### src/rtl/sfx_scheduler_if.sv
// rtl/sfx_scheduler_if.sv - shared sound-effect ROM port and DAC write channel
interface sfx_scheduler_if #(
  parameter int AW = 18
);
  logic [AW-1:0] rom_addr;
  logic [23:0]   rom_q;
  logic          aud_write_ready;
  logic          aud_write;
  logic [23:0]   aud_write_d;

  modport master (
    output rom_addr, aud_write, aud_write_d,
    input  rom_q, aud_write_ready
  );

  modport slave (
    input  rom_addr, aud_write, aud_write_d,
    output rom_q, aud_write_ready
  );
endinterface

### src/rtl/sfx_scheduler.sv
// rtl/sfx_scheduler.sv - fixed-priority preemptive sound-effect scheduler feeding one ROM and the DAC
// Optional attenuation (vol port, arithmetic shift of rom_q) when SFX_SCHED_ATTEN_EN is defined.
module sfx_scheduler #(
  parameter int             N    = 4,
  parameter int             AW   = 18,
  parameter logic [N*AW-1:0] BASE = '0,
  parameter logic [N*AW-1:0] LEN  = {N{AW'(48000)}}
) (
  input  logic                              clk,
  input  logic                              reset,
  input  logic [N-1:0]                      trig,
`ifdef SFX_SCHED_ATTEN_EN
  input  logic [1:0]                        vol,
`endif
  sfx_scheduler_if.master                   bus,
  output logic                              busy,
  output logic [((N > 1) ? $clog2(N) : 1)-1:0] active_id
);
  localparam int IW = (N > 1) ? $clog2(N) : 1;

  typedef enum logic [1:0] {S_IDLE, S_FETCH, S_OUT} state_t;

  state_t        state, state_nxt;
  logic [AW-1:0] offset;
  logic [AW-1:0] rom_addr_r;
  logic [23:0]   sample;
  logic [23:0]   captured;
  logic [IW-1:0] winner;
  logic          accept;
  logic          last;
  logic          aud_write_c;

  always_comb begin
    winner = '0;
    for (int i = 0; i < N; i++) begin
      if (trig[i]) winner = IW'(i);
    end
  end

  // Equal id counts as a restart; lower-priority triggers lose while busy.
  assign accept = (|trig) && ((state == S_IDLE) || (winner >= active_id));
  assign last   = (offset == (LEN[int'(active_id)*AW +: AW] - AW'(1)));

`ifdef SFX_SCHED_ATTEN_EN
  assign captured = $signed(bus.rom_q) >>> vol;
`else
  assign captured = bus.rom_q;
`endif

  always_ff @(posedge clk or negedge reset) begin
    if (!reset) state <= S_IDLE;
    else        state <= state_nxt;
  end

  always_comb begin
    state_nxt = state;
    if (accept) begin
      state_nxt = S_FETCH;
    end else begin
      case (state)
        S_IDLE:  state_nxt = S_IDLE;
        S_FETCH: state_nxt = S_OUT;
        S_OUT:   if (bus.aud_write_ready) state_nxt = last ? S_IDLE : S_FETCH;
        default: state_nxt = S_IDLE;
      endcase
    end
  end

  always_comb begin
    aud_write_c = 1'b0;
    busy        = (state != S_IDLE);
    if ((state == S_IDLE) || (state == S_OUT)) aud_write_c = bus.aud_write_ready;
  end

  // A trigger mid-effect keeps the current sample so the DAC sees no glitch to zero.
  always_ff @(posedge clk or negedge reset) begin
    if (!reset) begin
      active_id  <= '0;
      offset     <= '0;
      rom_addr_r <= '0;
      sample     <= '0;
    end else if (accept) begin
      active_id  <= winner;
      offset     <= '0;
      rom_addr_r <= BASE[int'(winner)*AW +: AW];
      if (state == S_IDLE) sample <= '0;
    end else begin
      case (state)
        S_FETCH: sample <= captured;
        S_OUT: begin
          if (bus.aud_write_ready) begin
            if (last) begin
              sample <= '0;
            end else begin
              offset     <= offset + AW'(1);
              rom_addr_r <= rom_addr_r + AW'(1);
            end
          end
        end
        default: ;
      endcase
    end
  end

  assign bus.rom_addr    = rom_addr_r;
  assign bus.aud_write   = aud_write_c;
  assign bus.aud_write_d = sample;
endmodule

### src/flat_wrapper.sv
// flat-port wrapper written by rule: the top's interface ports become plain ports
module sfx_scheduler_flat 
#(
  parameter int             N    = 4,
  parameter int             AW   = 18,
  parameter logic [N*AW-1:0] BASE = '0,
  parameter logic [N*AW-1:0] LEN  = {N{AW'(48000)}}
)
  (clk, reset, trig, busy, active_id, bus_rom_addr, bus_aud_write, bus_aud_write_d, bus_rom_q, bus_aud_write_ready);
  sfx_scheduler_if #(.AW(AW)) bus_i ();
  input  logic clk;
  input  logic reset;
  input  logic [N-1:0] trig;
  output logic busy;
  output logic [((N > 1) ? $clog2(N) : 1)-1:0] active_id;
  output wire logic [$bits(bus_i.rom_addr)-1:0] bus_rom_addr;
  output wire logic [$bits(bus_i.aud_write)-1:0] bus_aud_write;
  output wire logic [$bits(bus_i.aud_write_d)-1:0] bus_aud_write_d;
  input wire logic [$bits(bus_i.rom_q)-1:0] bus_rom_q;
  input wire logic [$bits(bus_i.aud_write_ready)-1:0] bus_aud_write_ready;
  assign bus_rom_addr = bus_i.rom_addr;
  assign bus_aud_write = bus_i.aud_write;
  assign bus_aud_write_d = bus_i.aud_write_d;
  assign bus_i.rom_q = bus_rom_q;
  assign bus_i.aud_write_ready = bus_aud_write_ready;
  sfx_scheduler #(.N(N), .AW(AW), .BASE(BASE), .LEN(LEN)) u_core (.clk(clk), .reset(reset), .trig(trig), .bus(bus_i), .busy(busy), .active_id(active_id));
endmodule
### config.mk
export PLATFORM = sky130hd
export DESIGN_NAME = sfx_scheduler_flat
export DESIGN_NICKNAME = d
export VERILOG_FILES = /design/src/rtl/sfx_scheduler_if.sv /design/src/rtl/sfx_scheduler.sv /design/src/flat_wrapper.sv
export SDC_FILE = /design/constraint.sdc
export NUM_CORES = 1
export LEC_CHECK = 0
export ABC_AREA = 0
export CORE_MARGIN = 1
export CORE_UTILIZATION = 31
export DETAILED_ROUTE_END_ITERATION = 10
export GPL_TIMING_DRIVEN = 0
export PLACE_DENSITY = 0.64
export SETUP_SLACK_MARGIN = 0.1
export SLEW_MARGIN = 10
export SYNTH_ARGS = -nofsm -noshare
export SYNTH_HDL_FRONTEND = slang
export SYNTH_SLANG_ARGS = --single-unit
### constraint.sdc
create_clock -name clk -period 2.8 [get_ports clk]
set_input_delay 0.42 -clock clk [delete_from_list [all_inputs] [get_ports clk]]
set_output_delay 0.42 -clock clk [all_outputs]
set_load 0.01 [all_outputs]
==> flow_summary_export.csv <==
group,metric,value,unit
clock_tree,cts-root-buf,"sky130_fd_sc_hd__clkbuf_8",
floorplan,floorplan.core_area,9730,um2
clock_tree,ctsHtreeMaxLevel,3,
cells_and_area,area_growth_syn_to_layout,37.8,%
cells_and_area,num_antenna_cells,0,
power_and_ir_drop,pwr_density_cell,767,nW/um2
sta,worst_hold_slack,0.398,ns
sta,rsz0062_at_grt,"true",
run,number_of_maximum_capacitance_violations,0,
setup_path,reg2reg_from,"u_core.state[0]$_DFFE_PN0P_",
floorplan,start_util,31.8,%
cells_and_area,nFillCells,964,
drt,first_pass_iters,4,
floorplan,row_count,36,
cells_and_area,layout-drive-gt1-share,8.93,%
global_routing,gr-max-usage-layer,"met2",
yosys,synthesis.instances,297,
cells_and_area,layout_commonest_cell,"sky130_fd_sc_hd__clkdlybuf4s50_1",
drt,drc,0,
setup_path,endpoint_kind,"flop",
power_and_ir_drop,net_switching_fraction_of_the_power,34.1,%
power_and_ir_drop,pwr-share-clk,25.1,%
drt,routed-via-count,2615,
placed_design,placement.io_buffers,76,
power_and_ir_drop,share_comb_of_total_power,39.2,%
clock_tree,clk_pin_slew,0.08,ns
setup_path,timing.reg2reg.setup_slack,0.45,ns
setup_path,critPathRequiredTime,3.08,ns
setup_path,critPathArrivalTime,2.86,ns
sta,headroom_to_the_max_slew_limit,62.6,%
placed_design,dp.final_hpwl,5620,um
yosys,syn-mean-instance-area,10.4,um2
sta,setup-tns-final,0,ns
power_and_ir_drop,power.ir.vdd_worst,314,uV
yosys,synth_area,3100,um2
floorplan,floorplan.die.width,102,um
setup_path,timing.critical_path.fanout_max,10,
floorplan,design.die.area,10400,um2
setup_path,timing.critical_path.from,"trig[2]",
power_and_ir_drop,internal-power,2.16,mW
drt,vias_per_cell,4.98,
setup_path,criticalPathCategory,"in2reg",
clock_tree,cts_buffers,9,
global_routing,grt_use_met1,22.1,%
outcome,result_of_the_run,"finished clean",
yosys,seq_area_frac_synth,51.7,%
global_routing,via_count_of_the_first_global_routing_pass,2509,
drt,detail_route.wirelength,8110,um
global_routing,grt_usage,16.2,%
sta,final.setup_skew,0.00991,ns
global_routing,pin_count_of_the_biggest_net_entering_global_routing,63,
clock_tree,cts_num_sinks,64,
cells_and_area,post_layout_nets,425,
sta,fin_crit_sh,92.3,%
sta,finalSetupViolCount,0,
drt,drt_first_iter_violations,173,
floorplan,floorplan.die.height,102,um
global_routing,grt_pass1_wl,12800,um
placed_design,routabilityCongestion,0.811,
yosys,yosysUniqueCellTypes,42,
clock_tree,tritoncts,"built",
sta,final-hold-violation-count,0,
drt,postRouteAntennaNets,0,
global_routing,globalRoute.totalOverflow,0,
sta,maxClockFrequency,387,MHz
clock_tree,clock_tree.buffer_depth,2,
cells_and_area,finish.instance_area,4270,um2
yosys,ys_ff_latch,64,
sta,worst_tran_pin_value,0.561,ns
setup_path,worst_setup_path_start_kind,"primary input",
min_path,timing.hold.worst.class,"in2async",
yosys,syn-num-nets,335,
power_and_ir_drop,power.leakage,1.76,nW
cells_and_area,layout.cells.most_common_list,"sky130_fd_sc_hd__clkdlybuf4s50_1 (75), sky130_fd_sc_hd__dfrtp_1 (64), sky130_fd_sc_hd__nor2_1 (29)",
placed_design,dpl-instance-area,4050,um2
sta,maxSlewViolCount,0,
power_and_ir_drop,seq_power_share,35.6,%
clock_tree,clock_latency_of_the_later_clocked_register_in_the_worst_skew_pair,0.35,ns
drt,wl_per_cell,15.4,um
yosys,synth_warnings,0,
power_and_ir_drop,p_sw,1.12,mW
cells_and_area,fin_util,43.9,%
global_routing,global_route.usage.met2,24.9,%
global_routing,grt.met3_usage,3.35,%
floorplan,design.portCount,77,
sta,finalWorstPathRequiredPeriod,2.58,ns
global_routing,grt_antenna_before_repair,0,
## through the flow
| stage | instances | total power, mW | worst slack [ns] |
|---|---|---|---|
| floorplan | 297 | 1.89 | 0.603 |
| detailed placement | 507 | 2.46 | -0.249 |
| finish | 525 | 3.27 | 0.215 |
| global route | 525 | 3.47 | 0.0944 |
| CTS | 524 | 3.28 | 0.177 |
| global placement | 506 | 2.42 | -0.883 |
## power groups by stage
| stage | logic, mW | registers [mW] | clock network, mW |
|---|---|---|---|
| after floorplan | 0.642 | 1.24 | 0 |
| after global placement | 1.24 | 1.18 | 0 |
| after detailed placement | 1.27 | 1.18 | 0 |
| after CTS | 1.28 | 1.17 | 0.832 |
| after global routing | 1.40 | 1.19 | 0.882 |
| final | 1.28 | 1.17 | 0.823 |
## logic make-up (layout without fill, tap and decap cells)
group | count (synthesis) | after routing | share of synthesized area, %
buffers and inverters | 22 | 117 | 3.92
AND/OR/NAND/NOR | 111 | 111 | 18.7
adder cells (fa/ha/maj) | 7 | 7 | 2.83
XOR/XNOR | 21 | 21 | 5.94
flip-flops | 64 | 64 | 51.7
multiplexers | 1 | 1 | 0.323
AO/OA/AOI/OAI | 71 | 71 | 16.6
## cells in the mapped netlist
library cell,instances,area (um2)
sky130_fd_sc_hd__buf_6,4,45.0
sky130_fd_sc_hd__buf_4,1,7.51
sky130_fd_sc_hd__nand2b_1,2,12.5
sky130_fd_sc_hd__nand2_1,23,86.3
sky130_fd_sc_hd__nor3_1,7,35.0
sky130_fd_sc_hd__clkbuf_1,6,22.5
sky130_fd_sc_hd__or3_1,5,31.3
sky130_fd_sc_hd__o21a_1,4,30.0
sky130_fd_sc_hd__nor4b_1,1,8.76
sky130_fd_sc_hd__o21ai_2,1,8.76
sky130_fd_sc_hd__o31a_1,1,8.76
sky130_fd_sc_hd__a22oi_1,1,7.51
sky130_fd_sc_hd__and2_1,4,25.0
sky130_fd_sc_hd__nor2_1,29,109
sky130_fd_sc_hd__buf_2,4,20.0
sky130_fd_sc_hd__o21ai_1,2,10.0
sky130_fd_sc_hd__a211o_1,1,8.76
sky130_fd_sc_hd__o31ai_1,1,7.51
sky130_fd_sc_hd__nor3b_4,1,18.8
sky130_fd_sc_hd__a22o_1,24,210
sky130_fd_sc_hd__nor4_1,3,18.8
sky130_fd_sc_hd__o221ai_1,1,8.76
sky130_fd_sc_hd__xnor2_1,4,35.0
sky130_fd_sc_hd__and4_1,2,17.5
sky130_fd_sc_hd__xor2_1,17,149
sky130_fd_sc_hd__dfrtp_1,64,1600
sky130_fd_sc_hd__ha_1,7,87.6
sky130_fd_sc_hd__a21oi_1,9,45.0
sky130_fd_sc_hd__or4_1,6,45.0
sky130_fd_sc_hd__nand3_1,15,75.1
sky130_fd_sc_hd__mux2i_1,1,10.0
sky130_fd_sc_hd__or3_4,1,11.3
sky130_fd_sc_hd__o211ai_1,7,52.6
sky130_fd_sc_hd__and2_4,1,8.76
sky130_fd_sc_hd__or2_2,1,6.26
sky130_fd_sc_hd__o2111ai_1,6,52.6
sky130_fd_sc_hd__or2_4,1,8.76
sky130_fd_sc_hd__o21ai_0,13,65.1
sky130_fd_sc_hd__nand4_1,7,43.8
sky130_fd_sc_hd__nor3b_1,1,7.51
sky130_fd_sc_hd__inv_1,7,26.3
sky130_fd_sc_hd__nand4b_1,1,8.76
## critical path: stages
cell	delay [ns]
sky130_fd_sc_hd__clkdlybuf4s50_1	0.48
sky130_fd_sc_hd__inv_1	0.04
sky130_fd_sc_hd__a21oi_1	0.20
sky130_fd_sc_hd__ha_1	0.26
sky130_fd_sc_hd__nand2b_1	0.14
sky130_fd_sc_hd__a211o_1	0.34
sky130_fd_sc_hd__and2_4	0.17
sky130_fd_sc_hd__buf_6	0.13
sky130_fd_sc_hd__clkbuf_1	0.26
sky130_fd_sc_hd__buf_2	0.29
sky130_fd_sc_hd__nor2_1	0.12
## timing repair
item                       4_1_cts  5_1_grt
hold endpoints to repair         2        0
pin swaps                        0        1
setup buffers                    0        1
hold buffers                     1        0
resized for setup                1        3
setup endpoints to repair        3       21
## metal layers
layer / part of all wire, % / vias up
met5: 0 / -
met4: 1.4 / 0
met3: 3.2 / 9
met2: 50 / 53
met1: 45 / 1285
li1: - / 1268
## path summary, 6_finish.rpt
path | end | depth (start not counted)
setup / recovery | u_core.bus.rom_addr[3]$_DFFE_PN0P_ | 11
hold / removal | u_core.bus.aud_write_d[10]$_DFFE_PN0P_ | 2
setup reg to reg | u_core.bus.rom_addr[17]$_DFFE_PN0P_ | 7
hold reg to reg | u_core.bus.aud_write_d[1]$_DFFE_PN0P_ | 1
max in group asynchronous | u_core.offset[7]$_DFFE_PN0P_ | 3
min in group clk | u_core.bus.aud_write_d[1]$_DFFE_PN0P_ | 1
## flip-flops by register name (all words and copies together), names as in the netlist
name,count
u_core.state,2
u_core.bus.rom_addr,18
u_core.active_id,2
u_core.bus.aud_write_d,24
u_core.offset,18
## final cells by class
class                           count  area [um2]  area share, %
Inverter                            7        26.3          0.616
Tap cell                          133         166           3.90
Clock buffer                       11         141           3.31
Sequential cell                    64        1600           37.5
Multi-Input combinational cell    211        1380           32.2
Timing Repair Buffer               79         803           18.8
Buffer                             15        97.6           2.29
Clock inverter                      5        56.3           1.32
No activity file was read; power rests on OpenSTA's default activity.
